$ cat config.mk
export PLATFORM = sky130hd
export DESIGN_NAME = ysyx_22040895_mem_arbiter
export DESIGN_NICKNAME = d
export VERILOG_FILES = /design/src/rtl/ysyx_22040895_mem_arbiter.sv
export SDC_FILE = /design/constraint.sdc
export NUM_CORES = 1
export LEC_CHECK = 0
export BUFFER_PORTS_ARGS = -buffer_cell sky130_fd_sc_hd__buf_2
export CAP_MARGIN = 40
export CORE_AREA = 2 2 213 215
export DETAILED_ROUTE_END_ITERATION = 16
export DIE_AREA = 0 0 215 217
export SETUP_SLACK_MARGIN = 0.1
export SKIP_LAST_GASP = 1
export SYNTH_ARGS = -nofsm -noshare
export SYNTH_HDL_FRONTEND = slang
export SYNTH_SLANG_ARGS = --single-unit
$ cat constraint.sdc
create_clock -name clk -period 2.25 [get_ports clk]
set_input_delay 0.3375 -clock clk [delete_from_list [all_inputs] [get_ports clk]]
set_output_delay 0.3375 -clock clk [all_outputs]
set_load 0.03 [all_outputs]
$ cat src/rtl/ysyx_22040895_mem_arbiter.sv
// Two-requester (IFU/LSU) arbiter sharing one memory port, one outstanding transaction.
// Define YSYX_22040895_ARB_RR_EN for round-robin tie-breaking; otherwise LSU has fixed priority.
module ysyx_22040895_mem_arbiter #(
    parameter int unsigned ADDR_W = 64,
    parameter int unsigned DATA_W = 64
) (
    input  logic                clk,
    input  logic                rst,
    input  logic                ifu_req_valid,
    output logic                ifu_req_ready,
    input  logic [ADDR_W-1:0]   ifu_addr,
    output logic                ifu_rsp_valid,
    output logic [DATA_W-1:0]   ifu_rdata,
    input  logic                lsu_req_valid,
    output logic                lsu_req_ready,
    input  logic                lsu_we,
    input  logic [ADDR_W-1:0]   lsu_addr,
    input  logic [DATA_W-1:0]   lsu_wdata,
    input  logic [DATA_W/8-1:0] lsu_wmask,
    output logic                lsu_rsp_valid,
    output logic [DATA_W-1:0]   lsu_rdata,
    output logic                mem_req_valid,
    input  logic                mem_req_ready,
    output logic                mem_we,
    output logic [ADDR_W-1:0]   mem_addr,
    output logic [DATA_W-1:0]   mem_wdata,
    output logic [DATA_W/8-1:0] mem_wmask,
    input  logic                mem_rsp_valid,
    input  logic [DATA_W-1:0]   mem_rdata,
    output logic                arb_err
);

    localparam int unsigned MASK_W = DATA_W / 8;

`ifdef YSYX_22040895_ARB_RR_EN
    localparam bit FIXED_PRI = 1'b0;
`else
    localparam bit FIXED_PRI = 1'b1;
`endif

    typedef enum logic [1:0] {
        S_IDLE = 2'd0,
        S_REQ  = 2'd1,
        S_WAIT = 2'd2
    } state_t;

    typedef enum logic {
        OWN_IFU = 1'b0,
        OWN_LSU = 1'b1
    } owner_t;

    state_t state;
    owner_t owner;
    owner_t last_grant;
    logic   grant_lsu_c;
    logic   idle_c;

    // Tie-break: fixed priority always favours LSU; round-robin avoids the last winner.
    always_comb begin
        grant_lsu_c = lsu_req_valid &&
                      (!ifu_req_valid || FIXED_PRI || (last_grant == OWN_IFU));
        idle_c      = rst && (state == S_IDLE);
    end

    assign ifu_req_ready = idle_c && ifu_req_valid && !grant_lsu_c;
    assign lsu_req_ready = idle_c && grant_lsu_c;
    assign mem_req_valid = (state == S_REQ);

    // Responses pass straight through to whoever owns the transaction.
    assign ifu_rsp_valid = (state == S_WAIT) && mem_rsp_valid && (owner == OWN_IFU);
    assign lsu_rsp_valid = (state == S_WAIT) && mem_rsp_valid && (owner == OWN_LSU);
    assign ifu_rdata     = mem_rdata;
    assign lsu_rdata     = mem_rdata;

    always_ff @(posedge clk or negedge rst) begin
        if (!rst) begin
            state      <= S_IDLE;
            owner      <= OWN_LSU;
            last_grant <= OWN_LSU;
            mem_we     <= 1'b0;
            mem_addr   <= '0;
            mem_wdata  <= '0;
            mem_wmask  <= '0;
            arb_err    <= 1'b0;
        end else begin
            if (mem_rsp_valid && (state != S_WAIT)) begin
                arb_err <= 1'b1;
            end
            case (state)
                S_IDLE: begin
                    if (lsu_req_ready) begin
                        owner      <= OWN_LSU;
                        last_grant <= OWN_LSU;
                        mem_we     <= lsu_we;
                        mem_addr   <= lsu_addr;
                        mem_wdata  <= lsu_wdata;
                        mem_wmask  <= lsu_wmask;
                        state      <= S_REQ;
                    end else if (ifu_req_ready) begin
                        owner      <= OWN_IFU;
                        last_grant <= OWN_IFU;
                        mem_we     <= 1'b0;
                        mem_addr   <= ifu_addr;
                        mem_wdata  <= '0;
                        mem_wmask  <= {MASK_W{1'b1}};
                        state      <= S_REQ;
                    end
                end
                S_REQ: begin
                    if (mem_req_ready) begin
                        state <= S_WAIT;
                    end
                end
                S_WAIT: begin
                    if (mem_rsp_valid) begin
                        state <= S_IDLE;
                    end
                end
                default: state <= S_IDLE;
            endcase
        end
    end

endmodule

==> results of run 1 <==
per-layer routing:
layer,vias to the layer above,global-route usage,wire length [um]
li1,2556,-,-
met1,2743,0.110,9050
met2,450,0.205,14200
met3,61,0.0532,3060
met4,6,0.0853,1740
met5,-,0.00521,62
Yosys cell counts (all sizes together):
cell type,number,share of area
buf,155,0.17
nor3b,2,0.0038
and4bb,1,0.0018
a22oi,64,0.070
and4b,1,0.0015
nand2b,2,0.0018
a32oi,64,0.081
o22a,8,0.010
or3b,1,0.0013
dfrtp,140,0.51
clkbuf,21,0.011
nor2,3,0.0016
dfstp,1,0.0038
clkinv,1,0.00055
inv,2,0.0011
nor2b,1,0.00091
a21o,2,0.0022
nand2,67,0.038
o21ai,3,0.0027
a22o,65,0.083
power by group through the flow:
stage | Combinational, mW | Clock (mW) | Sequential [mW]
after detailed placement | 6.46 | 0 | 4.68
after floorplan | 2.31 | 0 | 7.05
after global routing | 6.85 | 3.08 | 4.87
after global placement | 6.38 | 0 | 4.70
after CTS | 6.48 | 3.01 | 4.71
final | 6.43 | 2.87 | 4.71
what timing repair did:
item,4_1_cts,5_1_grt
setup buffers,3,1
pin swaps,1,0
hold buffers,1,0
endpoints found under the setup margin,3,2
hold endpoints to repair,2,0
resized for setup,7,2
layout by cell type, fill, tap and decap left out, drive strengths merged:
cell and count:
buf 365, dfrtp 140, nand2 67, a22o 65, a32oi 64, a22oi 64, clkbuf 20, o22a 8
clkinv 6, inv 5, nor2 3, o21ai 3, nand2b 2, a21o 2, bufinv 2, clkinvlp 2
nor3b 2, and4b 1, and4bb 1, or3b 1, nor2b 1, dlygate4sd3 1, dfstp 1
metrics by stage:
step	area [um^2]	setup WS, ns	hold WS, ns	cells	total power, mW
6_report	8950	0.184	0.00608	1426	14.0
2_1_floorplan	6880	0.578	0.0419	604	9.36
5_1_grt	8950	0.108	0.0641	1426	14.8
3_3_place_gp	8290	0.426	0.125	1389	11.1
4_1_cts	8930	0.108	0.00649	1425	14.2
3_5_place_dp	8290	0.380	0.127	1389	11.1
critical path, delay by kind of cell (launching register included):
family | cells | cell delay [ns]
buffers and inverters | 3 | 0.46
AND/OR/NAND/NOR | 3 | 0.39
flip-flops | 1 | 0.42
sequential cells by signal, summed over array words and instances (netlist names):
name and count:
arb_err 1, mem_addr 64, mem_wdata 64, mem_we 1
mem_wmask 8, owner 1, state 2
final timing paths:
check	start	end	cells after the start
setup / recovery	state[1]	ifu_req_ready	6
hold / removal	rst	mem_wdata[18]	2
setup reg to reg	state[0]	mem_wmask[1]	4
hold reg to reg	arb_err	arb_err	1
max in group asynchronous	rst	mem_addr[60]	2
min in group clk	lsu_wdata[41]	mem_wdata[41]	2
cell families after synthesis:
kind of cell	after synthesis
buf+inv	179
simple gates	78
flops	141
compound gates	206
final cells by class:
cell class / instances / area [um^2]
Fill cell: 4932 / 35700
Sequential cell: 141 / 3530
Multi-Input combinational cell: 284 / 2080
Timing Repair Buffer: 366 / 1970
Tap cell: 600 / 751
Clock buffer: 20 / 457
Clock inverter: 12 / 134
Inverter: 3 / 23.8
==> results by group, run 1 <==
Run status
  • Outcome: finished clean

Die
  • Placeable Area: about 0.045 mm^2
  • Std cell rows: between 70 and 80
  • Die Ht: 217 um
  • Full die area: 0.0467 mm^2
  • Initial Utilization: 0.154
  • Horiz. Die Dim: 215 um
  • I/O Pins: about 540

STA
  • Clock skew: ~0.008 ns
  • Fin crit period: between 2 and 2.5 ns
  • Setup_tns: 0 ns
  • Least-Margin Pin Slew: 0.770 ns
  • Rel. slew slack: 0.487
  • Max Slew Vio Count: 0
  • RSZ-0062 raised after global routing: false
  • Final Hold Vio Count: 0
  • Final setup fails: 0
  • Fmax: just under 0.5 GHz
  • Fin crit share: 0.918

Global routing
  • GRT Util Overall: 0.118
  • Antenna violations before repair: 2
  • Overflow after GRT: 0
  • Vias in the first global route: ~5800
  • First-pass GRT wire length: 39.1 mm
  • Largest net degree at the start of global routing: 140

Power
  • Sequential power share: 0.336
  • Combinational share of power: 0.459
  • Pwr Density: 1570 mW/mm^2
  • Pint: roughly 7.6 mW
  • Leak: between 4 and 5 nW
  • Clock share of power: 0.205
  • Switch Pwr: 6.42 mW
  • Sw Share: 0.458
  • Peak VDD IR: between 0.8 and 0.9 mV

Placed design
  • IO Port Bufs: around 350
  • Final Wtd Congestion: 0.849
  • Detailed placement HPWL: about 22 mm

Yosys
  • Syn_nets: 875
  • Simple-gate portion of the synthesized area: 0.0504
  • Largest family of logic cells by synthesized area: compound AO/OA/AOI/OAI gates
  • Compound-gate portion of the synthesized area: 0.249
  • Synthesized-area fraction occupied by adder cells: 0
  • Synth Register Bits: approximately 140
  • Cell Area, Synth: slightly below 0.007 mm^2
  • Sequential share of the synthesized area: 0.513
  • Synth Instances: approximately 600
  • Yosys cell types: 26
  • Post-Synth XOR/XNOR Area: 0
  • Multiplexer area fraction after synthesis: 0
  • Synth warn: 0
  • Avg Inst Size Synth: about 11 um^2

Job
  • Maxcap violations: 0

Critical path
  • Worst path cell trace: nor3b_4 > buf_6 > buf_6 > nand2_1 > nor2_1 > buf_4
  • Critical path class: reg2out
  • Crit path DAT: between 1.5 and 2 ns
  • CP dominant cell by count: buf_6
  • Critical Path RT: between 1.5 and 2 ns
  • Slowest-stage cell, CP: dfrtp_2
  • Worst Setup Start Kind: register
  • CP Capture Type: output pin
  • Flop2flop setup slack: a little over 0.3 ns
  • CP max stage delay: between 0.4 and 0.5 ns
  • Critical Path Fanout Max: 4

Drt
  • Initial DRC Count: between 300 and 400
  • 1st-pass router iterations: 5
  • Drc violations: 0
  • Final ANT Viol Nets: 0
  • DR WL/cell: 19.7 um
  • Vias: about 5800
  • Vias per Instance: 4.08
  • Routed WL: around 28 mm

Finish
  • N_diodes: 0
  • Finished Core Util: 0.200
  • Share of layout cells above drive strength 1: 0.494
  • Final nets: 1084
  • Area Overhead vs Synth: 30.1%

CTS
  • Maximum root-to-sink buffer count: 2
  • Clk sinks: around 140
  • Clock latency on the worst-skew pair: 0.46 ns
  • Clk Tree Root Cell: clkbuf_16
  • CTS tree: yes
  • CTS buffer count: 17
  • H-tree depth reported by CTS: 4
  • Clock transition at path regs: around 0.06 ns

Worst hold path
  • Worst min path class: in2async
Power figures use the tool's default switching activity.
==> run 2, diff against run 1 <==
CORE_AREA = 2 2 208 210   (was 2 2 213 215)
DIE_AREA = 0 0 210 212   (was 0 0 215 217)
clock period = 2.2 ns   (was 2.25 ns; I/O delays follow)
==> run 2 against run 1 <==
  * Final cell count shrank 3.4%
  * Global-route usage decreased by 0.14 points
  * Count of clock-buffer cells in the layout rose by 4
  * Critical path depth down 2
  * Via count is 1.1% higher
  * Clock power grew 3%
  * Setup slack better by 0.018 ns
  * Clock skew increased by 0.0016 ns
==> results by group, run 2 (synthesized netlist as in run 1, its figures left out) <==
Placed design
  • Detailed placement HPWL: 20.5 mm (-5.1%)
  • Final Wtd Congestion: 0.762 (-10%)
  • IO Port Bufs: 349 (unchanged)
  • Dpl cells: 1338 (-3.7%)

Drt
  • DR WL/cell: 19.5 um (-0.90%)
  • Routed WL: 26.9 mm (-4.3%)
  • Vias: 5882 (+1.1%)
  • Vias per Instance: 4.27 (+4.7%)
  • 1st-pass router iterations: 5 (unchanged)
  • Initial DRC Count: 353 (+9.6%)
  • Drc violations: 0 (unchanged)
  • Final ANT Viol Nets: 0 (unchanged)

Critical path
  • Reg2reg end: mem_wmask[4]
  • Worst Setup Start Kind: register
  • CP Capture Point: lsu_req_ready
  • Crit path DAT: 1.67 ns (-0.06 ns)
  • Crit. Startpoint: state[1]
  • Critical Path RT: 1.87 ns (-0.04 ns)
  • Flop2flop setup slack: 0.29 ns (-0.02 ns)
  • Critical Path Fanout Max: 10 (+6)
  • Worst Reg2Reg Path Length in Cells: 4 (unchanged)
  • Slowest-stage cell, CP: dfrtp_2
  • Critical path class: reg2out
  • R2r startpoint: state[1]
  • CP max stage delay: 0.44 ns (+0.02 ns)
  • CP Capture Type: output pin
  • Worst path cell trace: nor3b_4 > nand2_4 > clkinv_8 > clkbuf_4

Die
  • Horiz. Die Dim: 210 um (-2.3%)
  • Placeable Area: 0.0425 mm^2 (-4.9%)
  • Full die area: 0.0445 mm^2 (-4.6%)
  • Initial Utilization: 0.162 (+0.00794)
  • Std cell rows: 76 (-2.6%)
  • I/O Pins: 542 (unchanged)
  • Die Ht: 212 um (-2.3%)

STA
  • Clock skew: 0.00968 ns (+0.00159 ns)
  • Rel. slew slack: 0.474 (-0.0126)
  • Setup_tns: 0 ns (unchanged)
  • Final Hold Vio Count: 0 (unchanged)
  • Final setup fails: 0 (unchanged)
  • Fin crit share: 0.908
  • Fin crit period: about 2 ns
  • Max Slew Vio Count: 0 (unchanged)
  • Fmax: ~0.5 GHz
  • RSZ-0062 raised after global routing: false
  • Min Hold Slack: 0.0766 ns (+0.0705 ns)
  • Least-Margin Pin Slew: 0.786 ns (+0.0163 ns)

Finish
  • Most common cell after layout, fill and taps aside: buf_2
  • Final nets: 1089 (+0.46%)
  • Top flop regs: mem_addr (64), mem_wdata (64), mem_wmask (8)
  • Most frequent cells in the layout: 346 x buf_2, 138 x dfrtp_1, 66 x nand2_1
  • Share of layout cells above drive strength 1: 0.491 (-0.00297)
  • Cell Count, Final, Fillers Out: 1377 (-3.4%)
  • Area Overhead vs Synth: 29.6%
  • N_diodes: 0 (unchanged)

Power
  • Pwr Density: 1610 mW/mm^2 (+3.0%)
  • Peak VDD IR: 0.787 mV (-11%)
  • Leak: 4.37 nW (+0.38%)

CTS
  • Clk Tree Root Cell: clkbuf_16
  • Clk sinks: 141 (unchanged)
  • CTS tree: yes
  • H-tree depth reported by CTS: 4 (unchanged)
  • Clock latency on the worst-skew pair: 0.47 ns (about the same)
  • Maximum root-to-sink buffer count: 2 (unchanged)
  • Clock transition at path regs: 0.06 ns (about the same)
  • CTS buffer count: 17 (unchanged)

Worst hold path
  • Worst min path class: in2reg

Global routing
  • GRT Util Overall: 0.117 (-0.00139)
  • Overflow after GRT: 0 (unchanged)
  • Vias in the first global route: 5786 (+0.63%)
  • Antenna violations before repair: 0 (-2)
  • First-pass GRT wire length: 36.9 mm (-5.6%)
  • Largest net degree at the start of global routing: 92 (-34%)

Job
  • Maxcap violations: 0 (unchanged)

Run status
  • Outcome: finished clean
[run 2: cell count changes in the layout (fill, tap and decap cells not counted), sizes merged]
cell / before / now
dlygate4sd3: 1 / 2
clkinv: 6 / 3
clkbuf: 20 / 25
buf: 365 / 367
[run 2: final cells by class]
type / count / area (um^2)
Tap cell: 546 / 683
Fill cell: 4629 / 33600
Sequential cell: 141 / 3530
Timing Repair inverter: 1 / 8.76
Timing Repair Buffer: 370 / 2000
Inverter: 3 / 23.8
Clock inverter: 8 / 106
Multi-Input combinational cell: 284 / 2080
Clock buffer: 24 / 482
[run 2: how the worst min path moves through the flow]
stage	start	to	slack [ns]	depth (start not counted)
after global placement	rst	mem_wdata[14]	0.19	1
after floorplan	rst	arb_err	0.03	0
after detailed placement	rst	mem_wdata[14]	0.19	1
after global routing	lsu_wdata[25]	mem_wdata[25]	0.05	2
after CTS	mem_req_ready	state[0]	0.02	2
final	mem_req_ready	state[0]	0.08	2
[run 2: where the power goes]
| group | total [mW] | internal [mW] | leakage [nW] | switching, mW |
|---|---|---|---|---|
| Sequential | 4.82 | 3.88 | 1.71 | 0.936 |
| Clock | 2.96 | 1.76 | 0.281 | 1.20 |
| Combinational | 6.60 | 2.16 | 2.38 | 4.44 |
[run 2: metrics by stage]
stage | util | setup WS (ns) | cell area (um^2) | power (mW)
finish | 0.210 | 0.202 | 8910 | 14.4
global route | 0.210 | 0.110 | 8910 | 15.1
detailed placement | 0.194 | 0.308 | 8250 | 11.4
global placement | 0.194 | 0.183 | 8230 | 11.3
floorplan | - | 0.536 | 6880 | 9.57
CTS | 0.209 | 0.0968 | 8900 | 14.5
[run 2: timing repair]
item,CTS,global route
cloned,0,1
setup endpoints to repair,2,1
endpoints found under the hold margin,17,0
resized for setup,6,2
pin swaps,1,0
buffers inserted,4,0
hold buffers,2,0
[run 2: worst max-delay path: cells and delay by family (launching register included)]
| kind | cells | cell delay [ns] |
|---|---|---|
| buffers and inverters | 2 | 0.33 |
| and+or+nand+nor | 2 | 0.45 |
| DFF | 1 | 0.44 |
[run 2: metal layers]
| layer | global-route usage | share of wire | vias up |
|---|---|---|---|
| met5 | 0 | 0 | - |
| li1 | - | - | 2571 |
| met1 | 0.109 | 0.33 | 2795 |
| met2 | 0.201 | 0.50 | 461 |
| met4 | 0.0851 | 0.052 | 0 |
| met3 | 0.0549 | 0.12 | 55 |
